`config.mk`:
```
export PLATFORM = sky130hd
export DESIGN_NAME = cpu_ifetch
export DESIGN_NICKNAME = d
export VERILOG_FILES = /design/src/rtl/cpu_ifetch.sv
export SDC_FILE = /design/constraint.sdc
export NUM_CORES = 1
export LEC_CHECK = 0
export CORE_MARGIN = 4
export CORE_UTILIZATION = 30
export CTS_BUF_LIST = sky130_fd_sc_hd__clkbuf_4 sky130_fd_sc_hd__clkbuf_8
export CTS_CLUSTER_SIZE = 30
export DETAILED_ROUTE_END_ITERATION = 12
export PLACE_DENSITY = 0.54
export SETUP_SLACK_MARGIN = 0.5
export SKIP_CTS_REPAIR_TIMING = 1
export SLEW_MARGIN = 10
export SYNTH_ARGS = -nofsm -noshare
export SYNTH_HDL_FRONTEND = slang
export SYNTH_SLANG_ARGS = --single-unit
```
`constraint.sdc`:
```
create_clock -name clk -period 5.11 [get_ports clk]
set_input_delay 1.022 -clock clk [delete_from_list [all_inputs] [get_ports clk]]
set_output_delay 1.022 -clock clk [all_outputs]
set_load 0.05 [all_outputs]
```
`src/rtl/cpu_ifetch.sv`:
```
// Instruction-fetch stage: owns the PC, drives the 1-cycle IMEM read port and
// feeds decode from a 2-entry buffer; stops fetching on HALT and flags halted.
//
// state   | meaning
// --------+----------------------------------------------------------------
// FETCH   | issuing reads whenever the buffer has room for the response
// STOP    | HALT word enqueued; no new reads, waiting for decode to take it
// HALTED  | HALT consumed; buffer empty, redirects ignored until reset
module cpu_ifetch #(
   parameter int                ADDR_W   = 8,
   parameter logic [ADDR_W-1:0] RESET_PC = '0,
   parameter logic [3:0]        HALT_OPC = 4'hF
) (
   input  logic              clk,
   input  logic              reset,
   output logic              imem_en,
   output logic [ADDR_W-1:0] imem_addr,
   input  logic [15:0]       imem_rdata,
   input  logic              redirect_valid,
   input  logic [ADDR_W-1:0] redirect_pc,
   output logic              id_valid,
   input  logic              id_ready,
   output logic [15:0]       id_instr,
   output logic [ADDR_W-1:0] id_pc,
   output logic              halted
);

   typedef enum logic [1:0] {
      FETCH  = 2'd0,
      STOP   = 2'd1,
      HALTED = 2'd2
   } state_t;

   state_t            state, state_next;
   logic [ADDR_W-1:0] pc;
   logic              inflight;
   logic [ADDR_W-1:0] inflight_pc;

   logic [1:0]        count;
   logic [15:0]       e0_instr, e1_instr;
   logic [ADDR_W-1:0] e0_pc, e1_pc;

   logic              redirect_eff;
   logic              pop, push, issue, flush;
   logic              halt_push, halt_pop;
   logic [2:0]        occ;

   assign redirect_eff = redirect_valid && (state != HALTED);
   assign id_valid     = (count != 2'd0) && (state != HALTED);
   assign id_instr     = e0_instr;
   assign id_pc        = e0_pc;
   assign pop          = id_valid && id_ready;

   // A response landing during a redirect belongs to the old path and is dropped.
   assign push      = inflight && !redirect_eff && (state != HALTED);
   assign halt_push = push && (imem_rdata[15:12] == HALT_OPC) && (state == FETCH);
   assign halt_pop  = pop && (e0_instr[15:12] == HALT_OPC) && (state == STOP);

   // Occupancy after this edge; a new read needs one free slot one cycle later.
   assign occ   = {1'b0, count} + {2'b00, inflight} - {2'b00, pop};
   assign issue = !reset && (state == FETCH) && !redirect_eff && (occ < 3'd2);

   assign imem_en   = issue;
   assign imem_addr = pc;
   assign halted    = (state == HALTED);

   assign flush = redirect_eff || halt_pop || (state == HALTED);

   always_comb begin
      state_next = state;
      case (state)
         FETCH: begin
            if (redirect_eff)   state_next = FETCH;
            else if (halt_push) state_next = STOP;
         end
         STOP: begin
            if (redirect_eff)  state_next = FETCH;
            else if (halt_pop) state_next = HALTED;
         end
         HALTED:  state_next = HALTED;
         default: state_next = FETCH;
      endcase
   end

   always_ff @(posedge clk) begin
      if (reset) begin
         state       <= FETCH;
         pc          <= RESET_PC;
         inflight    <= 1'b0;
         inflight_pc <= '0;
      end else begin
         state       <= state_next;
         inflight    <= issue;
         inflight_pc <= pc;
         if (redirect_eff)
            pc <= redirect_pc;
         else if (issue)
            pc <= pc + 1'b1;
      end
   end

   // Entry 0 is always the head; a pop shifts entry 1 down.
   always_ff @(posedge clk) begin
      if (reset || flush) begin
         count <= 2'd0;
      end else begin
         case ({push, pop})
            2'b01: begin
               e0_instr <= e1_instr;
               e0_pc    <= e1_pc;
               count    <= count - 2'd1;
            end
            2'b10: begin
               if (count == 2'd0) begin
                  e0_instr <= imem_rdata;
                  e0_pc    <= inflight_pc;
               end else begin
                  e1_instr <= imem_rdata;
                  e1_pc    <= inflight_pc;
               end
               count <= count + 2'd1;
            end
            2'b11: begin
               if (count == 2'd1) begin
                  e0_instr <= imem_rdata;
                  e0_pc    <= inflight_pc;
               end else begin
                  e0_instr <= e1_instr;
                  e0_pc    <= e1_pc;
                  e1_instr <= imem_rdata;
                  e1_pc    <= inflight_pc;
               end
            end
            default: ;
         endcase
      end
   end

endmodule

```
==> results of run 1 <==
worst paths after layout:
check / depth (start not counted) / endpoint / slack, ns / from
setup reg to reg: 12 / imem_addr[7] / 1.70 / count[1]
hold reg to reg: 0 / e1_pc[4] / 0.44 / inflight_pc[4]
setup / recovery: 9 / imem_en / 0.66 / id_ready
hold / removal: 0 / e1_pc[4] / 0.44 / inflight_pc[4]
sequential cells by signal, summed over array words and instances, names as in the netlist:
signal and cells:
id_pc 8, state 2, id_instr 16, e1_instr 16
imem_addr 8, inflight 1, e1_pc 8, count 2
inflight_pc 8
power breakdown:
group / internal [W] / switching, W
clock network: 0.000352 / 0.000202
registers: 0.000615 / 0.0000130
logic: 0.0000679 / 0.0000869
total: 0.00103 / 0.000302
routing by layer:
| layer | wire length, microns | GRT usage [%] |
|---|---|---|
| met5 | 0 | 0 |
| met4 | 84 | 4.87 |
| met3 | 338 | 3.52 |
| met2 | 2550 | 16.7 |
| met1 | 2450 | 12.5 |
Yosys cell counts:
cell and n:
fa_1 1, a21bo_1 1, nand2b_1 4, a21oi_1 1, inv_1 5, nor3_4 1, nand4_1 3, buf_1 1
mux2i_1 2, nor2_1 17, xor2_2 1, xnor2_1 7, nand3b_1 2, a211oi_2 2, nor4_2 3, ha_1 7
nor3_2 2, a22o_1 24, nor4b_1 1, nand3_1 5, a311oi_1 2, nor4_1 1, or4b_1 1, a211oi_1 5
o21ai_0 2, buf_6 1, o21a_1 1, or4_1 1, nor3_1 3, nor2b_1 9, and3_1 1, clkbuf_1 7
edfxtp_1 48, dfxtp_1 21, nand2_1 4, or2b_1 1
cell families (layout without fill, tap and decap cells):
kind of cell / after synthesis / after routing / synth area share [%]
XOR/XNOR: 8 / 8 / 2.77
adder cells (fa/ha/maj): 8 / 8 / 3.84
multiplexers: 2 / 2 / 0.714
AND/OR/NAND/NOR: 59 / 59 / 12.6
buffers and inverters: 14 / 89 / 2.14
AO/OA/AOI/OAI: 38 / 38 / 11.5
flip-flops: 69 / 69 / 66.4
per-stage QoR:
| stage | hold WS (ns) | setup WS (ns) | util (%) |
|---|---|---|---|
| 4_1_cts | 0.448 | 0.460 | 42.0 |
| 6_report | 0.442 | 0.655 | 42.2 |
| 5_1_grt | 0.461 | 0.528 | 42.2 |
| 2_1_floorplan | 0.409 | 0.901 | - |
| 3_3_place_gp | 0.422 | 0.465 | 39.2 |
| 3_5_place_dp | 0.429 | 0.475 | 39.2 |
cell type report:
type | instances | area (sq um)
inverter | 5 | 18.8
tap | 111 | 139
sequential | 69 | 1860
multi-input combinational | 115 | 910
timing repair buffer | 68 | 676
clock inverter | 5 | 105
clock buffer | 11 | 151
fill | 860 | 5290
==> flow_summary.yaml, run 1 <==
outcome:
  status: "complete, no violations"
synthesis:
  synth_area_sq_um: 2800
  ys_warn_count: 0
  ys_top_cells_by_area: "edfxtp_1 (51%), dfxtp_1 (15%), a22o_1 (7.5%), ha_1 (3.1%), nor2_1 (2.3%)"
  yosys.area.top_type: "edfxtp_1"
  synthCells: 198
  yosysSeqAreaShare_pct: 66.4
  synth-seq-cells: 69
  synth_cell_type_count: 36
  synth_top_cell_area_share_pct: 51.4
  syn-num-nets: 234
  syn_area_per_cell_sq_um: 14.2
clocking:
  cts_root_buf: "clkbuf_8"
  clk_path_buf_depth: 2
  cts_max_level: 3
  clkTransAtPathRegs_ns: 0.07
  tritoncts: "built"
  clock_latency_ns: 0.33
  cts_buffers: 9
  cts.sinks: 69
timing:
  hold_viol: 0
  max-slew-margin-rel_pct: 35.8
  worstMarginPinSlew_ns: 0.963
  final.setup.tns_ns: 0
  rsz0062_at_grt: "false"
  finalCritPeriodShare_pct: 87.2
  setup_viol: 0
  finalMaxSlewViolations: 0
  period_needed_ns: 4.45
  fmax_mhz: 224
  skew_ns: 0.00783
layout:
  final_common_cell: "clkdlybuf4s50_1"
  mostFrequentLayoutCells: "clkdlybuf4s50_1 (61), edfxtp_1 (48), a22o_1 (24), dfxtp_1 (21), nor2_1 (16)"
  layout.nets: 304
  drive_gt1_share_pct: 13.6
  layoutNonFillerInstCount: 384
  diodes: 0
  final_area_sq_um: 3860
  area_growth_pct: 37.7
critical_path:
  worstPathRequired_ns: 4.09
  slowest_stage: "or4b_4"
  crit_top_cell: "nand2b_1"
  max_stage_delay_ns: 0.48
  crit_chain: "clkdlybuf4s50_1 > nand2b_1 > nor2_2 > ha_1 > nand2b_1 > fa_1 > or4b_4 > nor3_4 > buf_12"
  path_class: "in2out"
  crit_family: "simple AND/OR/NAND/NOR gates"
  start_kind: "input pin"
  crit_fanout: 3
  crit_buf_inv: 2
  cp.arrival_ns: 3.43
  cp-end-kind: "output port"
routing:
  wl_per_cell_microns: 14.1
  vias: 1812
  vias_per_cell: 4.72
  postRouteWirelength_microns: 5420
  dr.pass1.iters: 4
  drc: 0
  detail-route-antenna-nets: 0
  drt-initial-drc-count: 31
global_routing:
  grt_pass1_wl_microns: 9000
  grt_use_total_pct: 10.4
  grt_pass1_vias: 1865
  grt_max_degree: 25
  antenna_found_initial: 0
  grt_remaining_overflow: 0
die:
  die_x_microns: 105
  core_area_sq_um: 9150
  die_h_microns: 105
  start_util_pct: 30.6
  dieArea_sq_um: 11000
  rows: 35
  io_pins: 63
power:
  p_leak_nw: 1.38
  p_per_area_nw_per_um2: 346
  total_power_w: 0.00134
  vdd_ir_drop_max_uv: 145
min_path:
  min_path_type: "reg2reg"
placed_design:
  place_area_sq_um: 3590
  gp_congestion: 0.741
  post-dp-hpwl_microns: 3720
  portBuffers: 62
  dp_cells: 367
job:
  cap_violations: 0
(Power assumes the default switching activity.)
==> inputs of run 2 (changes only) <==
--- a/config.mk
+++ b/config.mk
@@ -5,6 +5,8 @@
 export SDC_FILE = /design/constraint.sdc
 export NUM_CORES = 1
 export LEC_CHECK = 0
+export CAP_MARGIN = 5
+export CORE_ASPECT_RATIO = 1.25
 export CORE_MARGIN = 4
 export CORE_UTILIZATION = 30
 export CTS_BUF_LIST = sky130_fd_sc_hd__clkbuf_4 sky130_fd_sc_hd__clkbuf_8
==> run 2 against run 1 <==
Effect of this change: critical path depth grew 1; hold slack lost 0.0014 ns; via count is the same; sequential power hardly changed; design area decreased by 1.1%; flip-flop and latch count did not move; first-iteration DRC count increased by 48%; global-route usage increased by 0.74 points; sequential share of layout area is 0.52 points higher; clock power is 28% lower; critical path type is now reg2out; highest routed layer unchanged.
==> flow_summary.yaml, run 2 (synthesis results as in run 1) <==
placed_design:
  portBuffers: 62
  gp_congestion: 0.763
  post-dp-hpwl_microns: 3850
  place_area_sq_um: 3610
clocking:
  cts_buffers: 9
  clkTransAtPathRegs_ns: 0.07
  cts_max_level: 3
  cts.sinks: 69
  tritoncts: "built"
  cts_root_buf: "clkbuf_8"
  clock_latency_ns: 0.33
  clk_path_buf_depth: 2
timing:
  hold_viol: 0
  final.setup.tns_ns: 0
  setup_viol: 0
  worstMarginPinSlew_ns: 0.982
  finalMaxSlewViolations: 0
  skew_ns: 0.0109
  finalCritPeriodShare_pct: 85.2
  max-slew-margin-rel_pct: 34.5
  fmax_mhz: 230
  holdWs_ns: 0.440
  period_needed_ns: 4.35
  rsz0062_at_grt: "false"
critical_path:
  cp.arrival_ns: 3.33
  start_kind: "flop"
  crit_fanout: 4
  r2r_start: "count[1]"
  worstPathRequired_ns: 4.09
  path_class: "reg2out"
  cp-end-kind: "output port"
  crit_path_start: "count[1]"
routing:
  vias_per_cell: 4.56
  drc: 0
  wl_per_cell_microns: 14.2
  m1WireLength_microns: 2460
  dr_wl_met3_microns: 368
  top_layer_used: "met4"
  drt-initial-drc-count: 46
  wl_met2_microns: 2730
  detail-route-antenna-nets: 0
  vias: 1812
  postRouteWirelength_microns: 5650
  dr.pass1.iters: 4
die:
  core_area_sq_um: 9130
  die_h_microns: 116
  dieArea_sq_um: 11000
  rows: 39
  die_x_microns: 94.5
  start_util_pct: 30.7
  io_pins: 63
layout:
  final_core_util_pct: 41.9
  area_growth_pct: 36.2
  multi_input_area_sq_um: 917
  fillCellCount: 896
  mostFrequentLayoutCells: "clkdlybuf4s50_1 (60), edfxtp_1 (48), a22o_1 (24), dfxtp_1 (21), nor2_1 (16)"
  diodes: 0
  final_common_cell: "clkdlybuf4s50_1"
  drive_gt1_share_pct: 14.2
  seq_area_sq_um: 1860
  layout.nets: 305
  final_area_sq_um: 3820
global_routing:
  antenna_found_initial: 0
  grt_pass1_vias: 1823
  grt_use_total_pct: 11.1
  grt_remaining_overflow: 0
  grt_pass1_wl_microns: 9230
  grt_max_degree: 25
job:
  cap_violations: 0
power:
  switchingPower_w: 0.000294
  p_int_w: 0.000891
  total_power_w: 0.00118
  p_seq_share_pct: 53.1
  p_per_area_nw_per_um2: 310
  p_leak_nw: 1.37
  vdd_ir_drop_max_uv: 100
  p_clk_share_pct: 33.7
  switching_share_pct: 24.8
  combPwrFrac_pct: 13.3
outcome:
  status: "complete, no violations"
min_path:
  min-delay-start: "inflight_pc[2]"
  min_path_type: "reg2reg"
-- run 2: cell types whose count changed in the layout (fill, tap and decap cells not counted) --
cell / previous run / this run
buf_4: 6 / 7
bufinv_16: 3 / 0
clkbuf_4: 0 / 1
clkdlybuf4s50_1: 61 / 60
clkinv_2: 0 / 3
dlymetal6s2s_1: 0 / 1
inv_4: 1 / 0
nand2b_1: 4 / 3
nand2b_4: 0 / 1
-- run 2: worst max-delay path, stage by stage (launching register included) --
cell and delay [ns]:
dfxtp_1 0.46, inv_1 0.10, ha_1 0.26, nand2b_1 0.21, nor2_2 0.16, ha_1 0.24
nand2b_4 0.14, fa_1 0.48, or4b_4 0.49, nor3_4 0.28, buf_12 0.17
-- run 2: power groups by stage --
stage                     sequential (W)  clock (W)  combinational (W)
final                           0.000629   0.000399           0.000157
after global routing            0.000630   0.000442           0.000171
after CTS                       0.000628   0.000418           0.000156
after detailed placement        0.000641          0           0.000155
after global placement          0.000640          0           0.000153
after floorplan                 0.000667          0          0.0000656
-- run 2: metal layers --
layer  up-vias  global-route usage (%)
met4         0                    5.77
met2        50                    18.1
met3         7                    3.74
met5         -                       0
li1        892                       -
met1       863                    13.0
-- run 2: worst paths after layout --
check | slack, ns | to | depth (start not counted)
max | 0.76 | imem_en | 10
min | 0.44 | e1_pc[2] | 0
max reg2reg | 1.57 | imem_addr[7] | 12
min reg2reg | 0.44 | e1_pc[2] | 0
-- run 2: through the flow --
stage / std cells / setup slack, ns
2_1_floorplan: 198 / 0.901
3_3_place_gp: 379 / 0.457
3_5_place_dp: 379 / 0.456
4_1_cts: 395 / 0.442
5_1_grt: 397 / 0.559
6_report: 397 / 0.755
-- run 2: area by class of cell --
cell class | instances | share of cell area (%)
Clock buffer | 12 | 4.16
Clock inverter | 4 | 0.622
Inverter | 5 | 0.491
Multi-Input combinational cell | 115 | 24.0
Sequential cell | 69 | 48.7
Tap cell | 123 | 4.03
Timing Repair Buffer | 69 | 17.9
==> inputs of run 3 (changes only) <==
--- a/config.mk
+++ b/config.mk
@@ -7,12 +7,11 @@
 export LEC_CHECK = 0
 export CAP_MARGIN = 5
 export CORE_ASPECT_RATIO = 1.25
-export CORE_MARGIN = 4
-export CORE_UTILIZATION = 30
+export CORE_UTILIZATION = 50
 export CTS_BUF_LIST = sky130_fd_sc_hd__clkbuf_4 sky130_fd_sc_hd__clkbuf_8
-export CTS_CLUSTER_SIZE = 30
+export CTS_CLUSTER_SIZE = 28
 export DETAILED_ROUTE_END_ITERATION = 12
-export PLACE_DENSITY = 0.54
+export PLACE_DENSITY = 0.81
 export SETUP_SLACK_MARGIN = 0.5
 export SKIP_CTS_REPAIR_TIMING = 1
 export SLEW_MARGIN = 10
==> run 3 against run 2 <==
Effect of this change: sequential power about the same; cell count down 15%; clock-buffer cell count down 2; via count increased by 0.83%; sequential share of layout area is 0.53 points higher; non-clock buffer count decreased by 1; clock skew shrank 0.0027 ns; critical path depth decreased by 1; flip-flop and latch count stayed put; combinational power about the same; largest power group unchanged.
==> flow_summary.yaml, run 3 (synthesis results as in run 1) <==
placed_design:
  post-dp-hpwl_microns: 3590
  gp_congestion: 0.816
  portBuffers: 62
  post-place-ws_ns: 0.443
critical_path:
  cp.arrival_ns: 3.49
  max_stage_delay_ns: 0.48
  path_class: "in2out"
  r2r_start: "count[1]"
  cp-end-kind: "output port"
  crit_top_cell: "nand2b_1"
  reg2reg_depth: 12
  slowest_stage: "fa_1"
  worstPathRequired_ns: 4.09
  crit_fanout: 3
  crit_family: "simple AND/OR/NAND/NOR gates"
  r2r_slack_ns: 1.53
  start_kind: "input pin"
  crit_buf_inv: 2
  crit_chain: "clkdlybuf4s50_1 > nand2b_1 > nor2_2 > ha_1 > nand2b_1 > fa_1 > or4b_4 > nor3_4 > buf_12"
  timing.rr.end: "imem_addr[7]"
layout:
  diodes: 0
  fillCellCount: 399
  mostFrequentLayoutCells: "clkdlybuf4s50_1 (61), edfxtp_1 (48), a22o_1 (24), dfxtp_1 (21), nor2_1 (16)"
  drive_gt1_share_pct: 12.5
  layout.nets: 304
  area_growth_pct: 34.8
  final_core_util_pct: 69.9
  final_common_cell: "clkdlybuf4s50_1"
clocking:
  tritoncts: "built"
  clk_path_buf_depth: 2
  cts_root_buf: "clkbuf_8"
  cts_buffers: 9
  cts.sinks: 69
  clkTransAtPathRegs_ns: 0.07
  clock_latency_ns: 0.33
  cts_max_level: 3
die:
  dieArea_sq_um: 5910
  die_h_microns: 85.7
  start_util_pct: 51.9
  rows: 30
  io_pins: 63
  core_area_sq_um: 5410
  die_x_microns: 69.0
global_routing:
  grt_remaining_overflow: 0
  grt_pass1_vias: 1746
  grt_use_total_pct: 19.8
  grt_pass1_wl_microns: 8360
  antenna_found_initial: 0
  grt_max_degree: 25
min_path:
  holdPathEnd: "e1_pc[6]"
  worstHoldPathCells: 0
  min-delay-start: "inflight_pc[6]"
  min_path_type: "reg2reg"
power:
  p_leak_nw: 1.36
  vdd_ir_drop_max_uv: 195
  p_per_area_nw_per_um2: 342
  total_power_w: 0.00129
timing:
  setup_viol: 0
  fmax_mhz: 221
  final.setup.tns_ns: 0
  timing.final.ws_setup_ns: 0.594
  finalCritPeriodShare_pct: 88.4
  max-slew-margin-rel_pct: 39.1
  rsz0062_at_grt: "false"
  finalMaxSlewViolations: 0
  skew_ns: 0.00817
  hold_viol: 0
  period_needed_ns: 4.52
  worstMarginPinSlew_ns: 0.913
job:
  cap_violations: 0
routing:
  vias: 1827
  drt-initial-drc-count: 74
  postRouteWirelength_microns: 5170
  drc: 0
  detail-route-antenna-nets: 0
  wl_per_cell_microns: 15.4
  vias_per_cell: 5.42
  dr.pass1.iters: 4
outcome:
  status: "complete, no violations"
-- run 3: cell types whose count changed in the layout (fill, tap and decap cells not counted) --
cell             delta
buf_4               -1
bufinv_16           +3
clkbuf_8            -2
clkdlybuf4s50_1     +1
clkinv_1            +3
clkinv_2            -3
clkinv_4            -1
dlymetal6s2s_1      -1
nand2b_1            +1
nand2b_4            -1
-- run 3: area by class of cell --
class | count | area, sq um | share of cell area [%]
well taps | 64 | 80.1 | 2.12
clock buffers | 10 | 131 | 3.48
multi-input cells | 115 | 910 | 24.1
inverters | 5 | 18.8 | 0.497
clock inverters | 6 | 101 | 2.68
repair buffers | 68 | 676 | 17.9
flip-flops and latches | 69 | 1860 | 49.3
-- run 3: how the worst max path moves through the flow --
stage                         from       to  slack [ns]  cells after the start
after floorplan           id_ready  imem_en        0.90                      8
after global placement    id_ready  imem_en        0.48                      9
after detailed placement  id_ready  imem_en        0.44                      9
after CTS                 id_ready  imem_en        0.40                      9
after global routing      id_ready  imem_en        0.50                      9
final                     id_ready  imem_en        0.59                      9
-- run 3: power by group --
| part | internal, W | switching (W) | leakage, nW | total, W |
|---|---|---|---|---|
| Clock | 0.000325 | 0.000184 | 0.116 | 0.000509 |
| Sequential | 0.000615 | 0.0000130 | 0.603 | 0.000628 |
| Combinational | 0.0000680 | 0.0000873 | 0.643 | 0.000155 |
| Total | 0.00101 | 0.000285 | 1.36 | 0.00129 |
-- run 3: metal layers --
metal  track usage, %  vias to the layer above  wire (microns)
li1                 -                      890               -
met5                0                        -               0
met4             7.79                        0              63
met1             24.0                      868            2160
met2             31.7                       61            2630
met3             7.18                        8             325
-- run 3: through the flow --
| stage | instances | hold slack (ns) | instance area, sq um |
|---|---|---|---|
| global route | 337 | 0.452 | 3780 |
| global placement | 320 | 0.420 | 3530 |
| finish | 337 | 0.440 | 3780 |
| CTS | 336 | 0.445 | 3760 |
| floorplan | 198 | 0.409 | 2800 |
| detailed placement | 320 | 0.429 | 3530 |
